### src/rtl/register_sequencer.sv
// Operand sequencer for the 64x16 single-port register file: reads one or two
// source operands for the ALU, then writes the result back to the destination.
module register_sequencer #(
    parameter int unsigned WIDTH = 16,
    parameter int unsigned AW    = 6,
    parameter int unsigned NPROT = 4
) (
    input  logic             clk,
    input  logic             clear,
    input  logic             start,
    input  logic [AW-1:0]    dst,
    input  logic [AW-1:0]    src_s,
    input  logic [AW-1:0]    src_t,
    input  logic             need_t,
    input  logic             wb_en,
    input  logic [WIDTH-1:0] result,
    input  logic             result_valid,
    input  logic [WIDTH-1:0] reg_data,
    output logic [AW-1:0]    reg_sel,
    output logic [1:0]       reg_mode,
    output logic [WIDTH-1:0] reg_wdata,
    output logic [WIDTH-1:0] op_a,
    output logic [WIDTH-1:0] op_b,
    output logic             op_valid,
    output logic             ready,
    output logic             done
);

    // Register file mode encodings (regModeIn / regModeOut / idle)
    localparam logic [1:0] MODE_IN   = 2'b00;
    localparam logic [1:0] MODE_OUT  = 2'b01;
    localparam logic [1:0] MODE_IDLE = 2'b11;

    typedef enum logic [2:0] {
        S_IDLE,
        S_RD_S,
        S_RD_T,
        S_LAT_T,
        S_LAT_S,
        S_EXEC,
        S_WB
    } state_e;

    state_e           state_q, state_d;
    logic [AW-1:0]    dst_q, dst_d;
    logic [AW-1:0]    src_t_q, src_t_d;
    logic             need_t_q, need_t_d;
    logic             wb_en_q, wb_en_d;
    logic [AW-1:0]    sel_q, sel_d;
    logic [1:0]       mode_q, mode_d;
    logic [WIDTH-1:0] wdata_q, wdata_d;
    logic [WIDTH-1:0] op_a_q, op_a_d;
    logic [WIDTH-1:0] op_b_q, op_b_d;
    logic             op_valid_q, op_valid_d;
    logic             ready_q, ready_d;
    logic             done_q, done_d;

    // State and registered outputs; clear aborts any access in flight
    always_ff @(posedge clk or posedge clear) begin
        if (clear) begin
            state_q    <= S_IDLE;
            dst_q      <= '0;
            src_t_q    <= '0;
            need_t_q   <= 1'b0;
            wb_en_q    <= 1'b0;
            sel_q      <= '0;
            mode_q     <= MODE_IDLE;
            wdata_q    <= '0;
            op_a_q     <= '0;
            op_b_q     <= '0;
            op_valid_q <= 1'b0;
            ready_q    <= 1'b1;
            done_q     <= 1'b0;
        end else begin
            state_q    <= state_d;
            dst_q      <= dst_d;
            src_t_q    <= src_t_d;
            need_t_q   <= need_t_d;
            wb_en_q    <= wb_en_d;
            sel_q      <= sel_d;
            mode_q     <= mode_d;
            wdata_q    <= wdata_d;
            op_a_q     <= op_a_d;
            op_b_q     <= op_b_d;
            op_valid_q <= op_valid_d;
            ready_q    <= ready_d;
            done_q     <= done_d;
        end
    end

    // Next state; outputs are computed for the state being entered
    always_comb begin
        state_d    = state_q;
        dst_d      = dst_q;
        src_t_d    = src_t_q;
        need_t_d   = need_t_q;
        wb_en_d    = wb_en_q;
        sel_d      = sel_q;
        mode_d     = MODE_IDLE;
        wdata_d    = wdata_q;
        op_a_d     = op_a_q;
        op_b_d     = op_b_q;
        op_valid_d = 1'b0;
        ready_d    = 1'b0;
        done_d     = 1'b0;

        unique case (state_q)
            S_IDLE: begin
                ready_d = 1'b1;
                if (start) begin
                    dst_d    = dst;
                    src_t_d  = src_t;
                    need_t_d = need_t;
                    wb_en_d  = wb_en;
                    sel_d    = src_s;
                    mode_d   = MODE_OUT;
                    ready_d  = 1'b0;
                    state_d  = S_RD_S;
                end
            end
            S_RD_S: begin
                if (need_t_q) begin
                    sel_d   = src_t_q;
                    mode_d  = MODE_OUT;
                    state_d = S_RD_T;
                end else begin
                    state_d = S_LAT_S;
                end
            end
            S_RD_T: begin
                op_a_d  = reg_data;
                state_d = S_LAT_T;
            end
            S_LAT_T: begin
                op_b_d     = reg_data;
                op_valid_d = 1'b1;
                state_d    = S_EXEC;
            end
            S_LAT_S: begin
                op_a_d     = reg_data;
                op_b_d     = '0;
                op_valid_d = 1'b1;
                state_d    = S_EXEC;
            end
            S_EXEC: begin
                op_valid_d = 1'b1;
                if (result_valid) begin
                    wdata_d    = result;
                    op_valid_d = 1'b0;
                    if (wb_en_q) begin
                        sel_d   = dst_q;
                        // Constant registers are never written
                        mode_d  = (dst_q >= AW'(NPROT)) ? MODE_IN : MODE_IDLE;
                        state_d = S_WB;
                    end else begin
                        done_d  = 1'b1;
                        ready_d = 1'b1;
                        state_d = S_IDLE;
                    end
                end
            end
            S_WB: begin
                done_d  = 1'b1;
                ready_d = 1'b1;
                state_d = S_IDLE;
            end
            default: begin
                ready_d = 1'b1;
                state_d = S_IDLE;
            end
        endcase
    end

    assign reg_sel   = sel_q;
    assign reg_mode  = mode_q;
    assign reg_wdata = wdata_q;
    assign op_a      = op_a_q;
    assign op_b      = op_b_q;
    assign op_valid  = op_valid_q;
    assign ready     = ready_q;
    assign done      = done_q;

endmodule

### config.mk
export PLATFORM = sky130hd
export DESIGN_NAME = register_sequencer
export DESIGN_NICKNAME = d
export VERILOG_FILES = /design/src/rtl/register_sequencer.sv
export SDC_FILE = /design/constraint.sdc
export NUM_CORES = 1
export LEC_CHECK = 0
export BUFFER_PORTS_ARGS = -buffer_cell sky130_fd_sc_hd__buf_2
export CAP_MARGIN = 20
export CELL_PAD_IN_SITES_DETAIL_PLACEMENT = 0
export CELL_PAD_IN_SITES_GLOBAL_PLACEMENT = 1
export CORE_ASPECT_RATIO = 0.5
export CORE_MARGIN = 10
export CORE_UTILIZATION = 34
export CTS_CLUSTER_DIAMETER = 40
export CTS_CLUSTER_SIZE = 16
export DETAILED_ROUTE_END_ITERATION = 12
export PLACE_DENSITY = 0.82
export SLEW_MARGIN = 15
export SYNTH_ARGS = -nofsm -noshare
export SYNTH_HDL_FRONTEND = slang
export SYNTH_SLANG_ARGS = --single-unit
### constraint.sdc
create_clock -name clk -period 2.39 [get_ports clk]
set_input_delay 0.478 -clock clk [delete_from_list [all_inputs] [get_ports clk]]
set_output_delay 0.478 -clock clk [all_outputs]
set_load 0.01 [all_outputs]
==> flow_metrics.env <==
export IMPL_status="complete, no violations"
export IMPL_cts_resized=0
export IMPL_h_tree_depth=3
export IMPL_required_ps=2610
export IMPL_dpl_worst_slack_ps=557
export IMPL_hold_viol_final=0
export IMPL_final_antenna_net_count=0
export IMPL_ctsLongestPathBuffers=2
export IMPL_numCtsBuffers=9
export IMPL_busiest_layer="met2"
export IMPL_hold_buffers=0
export IMPL_grt_antenna_before_repair=0
export IMPL_rsz0062_at_grt="no"
export IMPL_netlist_top_cells_area="dfrtp_1 (57%), mux2_2 (15%), mux2_1 (3.2%)"
export IMPL_synth_compound_area_share_pct=9.65
export IMPL_met1_usage_pct=12.8
export IMPL_fin_crit_ps=1810
export IMPL_ys_types=35
export IMPL_setup_viol=0
export IMPL_dieArea_mm2=0.0139
export IMPL_power_density_mw_per_mm2=1420
export IMPL_leakage_nw=2.02
export IMPL_gp_congestion=0.762
export IMPL_power_internal_mw=3.85
export IMPL_cp_slowest_cell="dfrtp_1"
export IMPL_die_h_um=88.5
export IMPL_root_buffer="clkbuf_16"
export IMPL_routedWlPerCell_um=16.6
export IMPL_p_sw_share_pct=35.2
export IMPL_clk_pin_slew_ps=60
export IMPL_path_cells="buf_4, nand2_1, o22ai_1, nor2_1"
export IMPL_fin_hold_ws_ps=257
export IMPL_synth_seq_cells=76
export IMPL_postCtsSetupRepairBufs=0
export IMPL_synthCells=249
export IMPL_worst_slack_ps=582
export IMPL_area_growth_synth_to_final_pct=30.9
export IMPL_comb_power_share_pct=40.4
export IMPL_drt_iter0_drc=110
export IMPL_power_share_clock_pct=21.1
export IMPL_cp_arrival_ps=2020
export IMPL_yosys_area_top_type="dfrtp_1"
export IMPL_seqPwrFrac_pct=38.5
export IMPL_drt_wl_total_um=8090
export IMPL_crit_family="flip-flops"
export IMPL_synth_top_cell_area_share_pct=57.3
export IMPL_place_hpwl_um=6090
export IMPL_relSlewSlack_pct=57.6
export IMPL_synth_xor_xnor_area_share_pct=0
export IMPL_synth_area_mux_share_pct=19.9
export IMPL_vias_per_cell=4.76
export IMPL_finalMaxSlewViolations=0
export IMPL_dp_cells=473
export IMPL_skew_ps=8.85
export IMPL_ios=115
export IMPL_yosys_area_share_simple_pct=7.81
export IMPL_syn_area_mm2=0.00319
export IMPL_grtUsageMet2_pct=21.6
export IMPL_drc=0
export IMPL_rows=24
export IMPL_io_buffers=114
export IMPL_grt_total_usage_pct=11.9
export IMPL_fmax_mhz=553
export IMPL_num_fill_cells=848
export IMPL_layout_cells_non_filler=488
export IMPL_synth_fa_ha_area_share_pct=0
export IMPL_cpPeakStageDelay_ps=750
export IMPL_drive_gt1_share_pct=50.9
export IMPL_overflow=0
export IMPL_dpl_cell_area_mm2=0.00390
export IMPL_multi_input_area_mm2=0.00119
export IMPL_synth_top_family_by_area="multiplexers"
export IMPL_worstSetupPathType="flop to flop"
export IMPL_fin_util_pct=46.8
export IMPL_synth_fp_nets=305
export IMPL_grt_start_max_net_pins=77
export IMPL_dr_pass1_iters=5
export IMPL_fin_area_mm2=0.00418
export IMPL_fin_crit_sh_pct=75.6
export IMPL_nNetsFinal=423
export IMPL_ir_worst_vdd_v=0.000429
export IMPL_tns_ps=0
export IMPL_yosysSeqAreaShare_pct=59.7
export IMPL_insertion_delay_ps=330
export IMPL_cts_tree="yes"
export IMPL_clock_sinks=76
export IMPL_crit_fanout=16
export IMPL_fp_coreArea_mm2=0.00892
export IMPL_regArea_mm2=0.00191
export IMPL_grt_pass1_vias=2446
export IMPL_hold_class="input port to async pin"
export IMPL_start_util_pct=35.8
export IMPL_worst_pin_slew_ps=636
export IMPL_drv_cap=0
export IMPL_p_total_mw=5.94
export IMPL_grt_pass1_wl_um=13000
export IMPL_p_switching_mw=2.09
export IMPL_die_w_um=157
export IMPL_crit_buf_inv=1
export IMPL_via_count=2323
export IMPL_grt_met3_usage_pct=3.97
export IMPL_ys_warn_count=0
export IMPL_end_kind="flop"
export IMPL_synth_area_per_cell_um2=12.8
export IMPL_start_kind="flop"
export IMPL_insertedDiodeCount=0
cell families (layout without fill, tap and decap cells):
logic type | Yosys count | count (layout)
AO/OA/AOI/OAI | 50 | 50
buffers and inverters | 18 | 140
flip-flops | 76 | 76
multiplexers | 57 | 57
AND/OR/NAND/NOR | 48 | 48
power by group through the flow:
stage | sequential (mW) | clock, mW | combinational, mW
final | 2.29 | 1.25 | 2.40
after global routing | 2.39 | 1.36 | 2.65
after CTS | 2.30 | 1.29 | 2.46
after detailed placement | 2.32 | 0 | 2.46
after global placement | 2.29 | 0 | 2.42
after floorplan | 2.46 | 0 | 1.43
layer usage:
layer	wire length [µm]	vias to the layer above
met5	0	-
met1	3190	1155
met4	105	0
met2	4430	35
li1	-	1124
met3	373	9
path summary, 6_finish.rpt:
path / to / slack, ps / depth (start not counted) / from
worst min register to register: reg_wdata[1] / 480 / 1 / reg_wdata[1]
worst max-delay path: op_b[7] / 580 / 4 / state_q[0]
worst min-delay path: wb_en_q / 260 / 3 / clear
worst max register to register: op_b[7] / 580 / 4 / state_q[0]
max in group asynchronous: reg_mode[0] / 1810 / 3 / clear
min in group clk: reg_wdata[5] / 350 / 2 / result[5]
tightest hold or removal path, stage by stage:
cell and delay (ps):
buf_2 110, clkinvlp_4 70, buf_12 340
Yosys cell counts:
master,count
o211ai_2,1
nand2_1,14
nor4_1,1
a31oi_1,1
or2_2,2
and2b_1,1
dfrtp_1,73
nand4_1,1
buf_6,1
o21a_1,1
nor2b_1,3
o22ai_1,16
nand2_2,1
nor2_1,19
mux2_1,9
mux2i_1,6
inv_1,4
o221ai_1,1
and2_1,1
nor4b_4,1
nand3b_1,1
nand3_4,1
o21ai_0,8
o41ai_1,1
buf_4,3
a21oi_1,18
mux2_2,42
o2111ai_1,1
buf_1,1
a311oi_1,1
clkbuf_1,4
a21oi_4,1
nand2b_1,2
buf_2,5
dfstp_2,3
cells in the final DEF (no fill, tap or decap), drive strengths merged:
master    synthesis  final
a21oi            19     19
a311oi            1      1
a31oi             1      1
and2              1      1
and2b             1      1
buf              10    121
clkbuf            4     11
clkinv            0      2
clkinvlp          0      3
dfrtp            73     73
dfstp             3      3
inv               4      3
mux2             51     51
mux2i             6      6
nand2            15     15
nand2b            2      2
nand3             1      1
nand3b            1      1
nand4             1      1
nor2             19     19
nor2b             3      3
nor4              1      1
nor4b             1      1
o2111ai           1      1
o211ai            1      1
o21a              1      1
o21ai             8      8
o221ai            1      1
o22ai            16     16
o41ai             1      1
or2               2      2
sequential cells by signal, indices dropped and copies added (netlist names):
register and count:
src_t_q 6, done 1, state_q 3, op_b 16, wb_en_q 1, op_valid 1, reg_wdata 16, ready 1
op_a 16, need_t_q 1, reg_mode 2, reg_sel 6, dst_q 6
cell type report:
cell class,instances,area share [%]
clock buffer,11,6.05
clock inverter,4,0.599
inverter,4,0.450
multi-input combinational,155,28.5
sequential,76,45.6
tap,117,3.51
timing repair buffer,121,15.2
No activity file was read; power rests on OpenSTA's default activity.
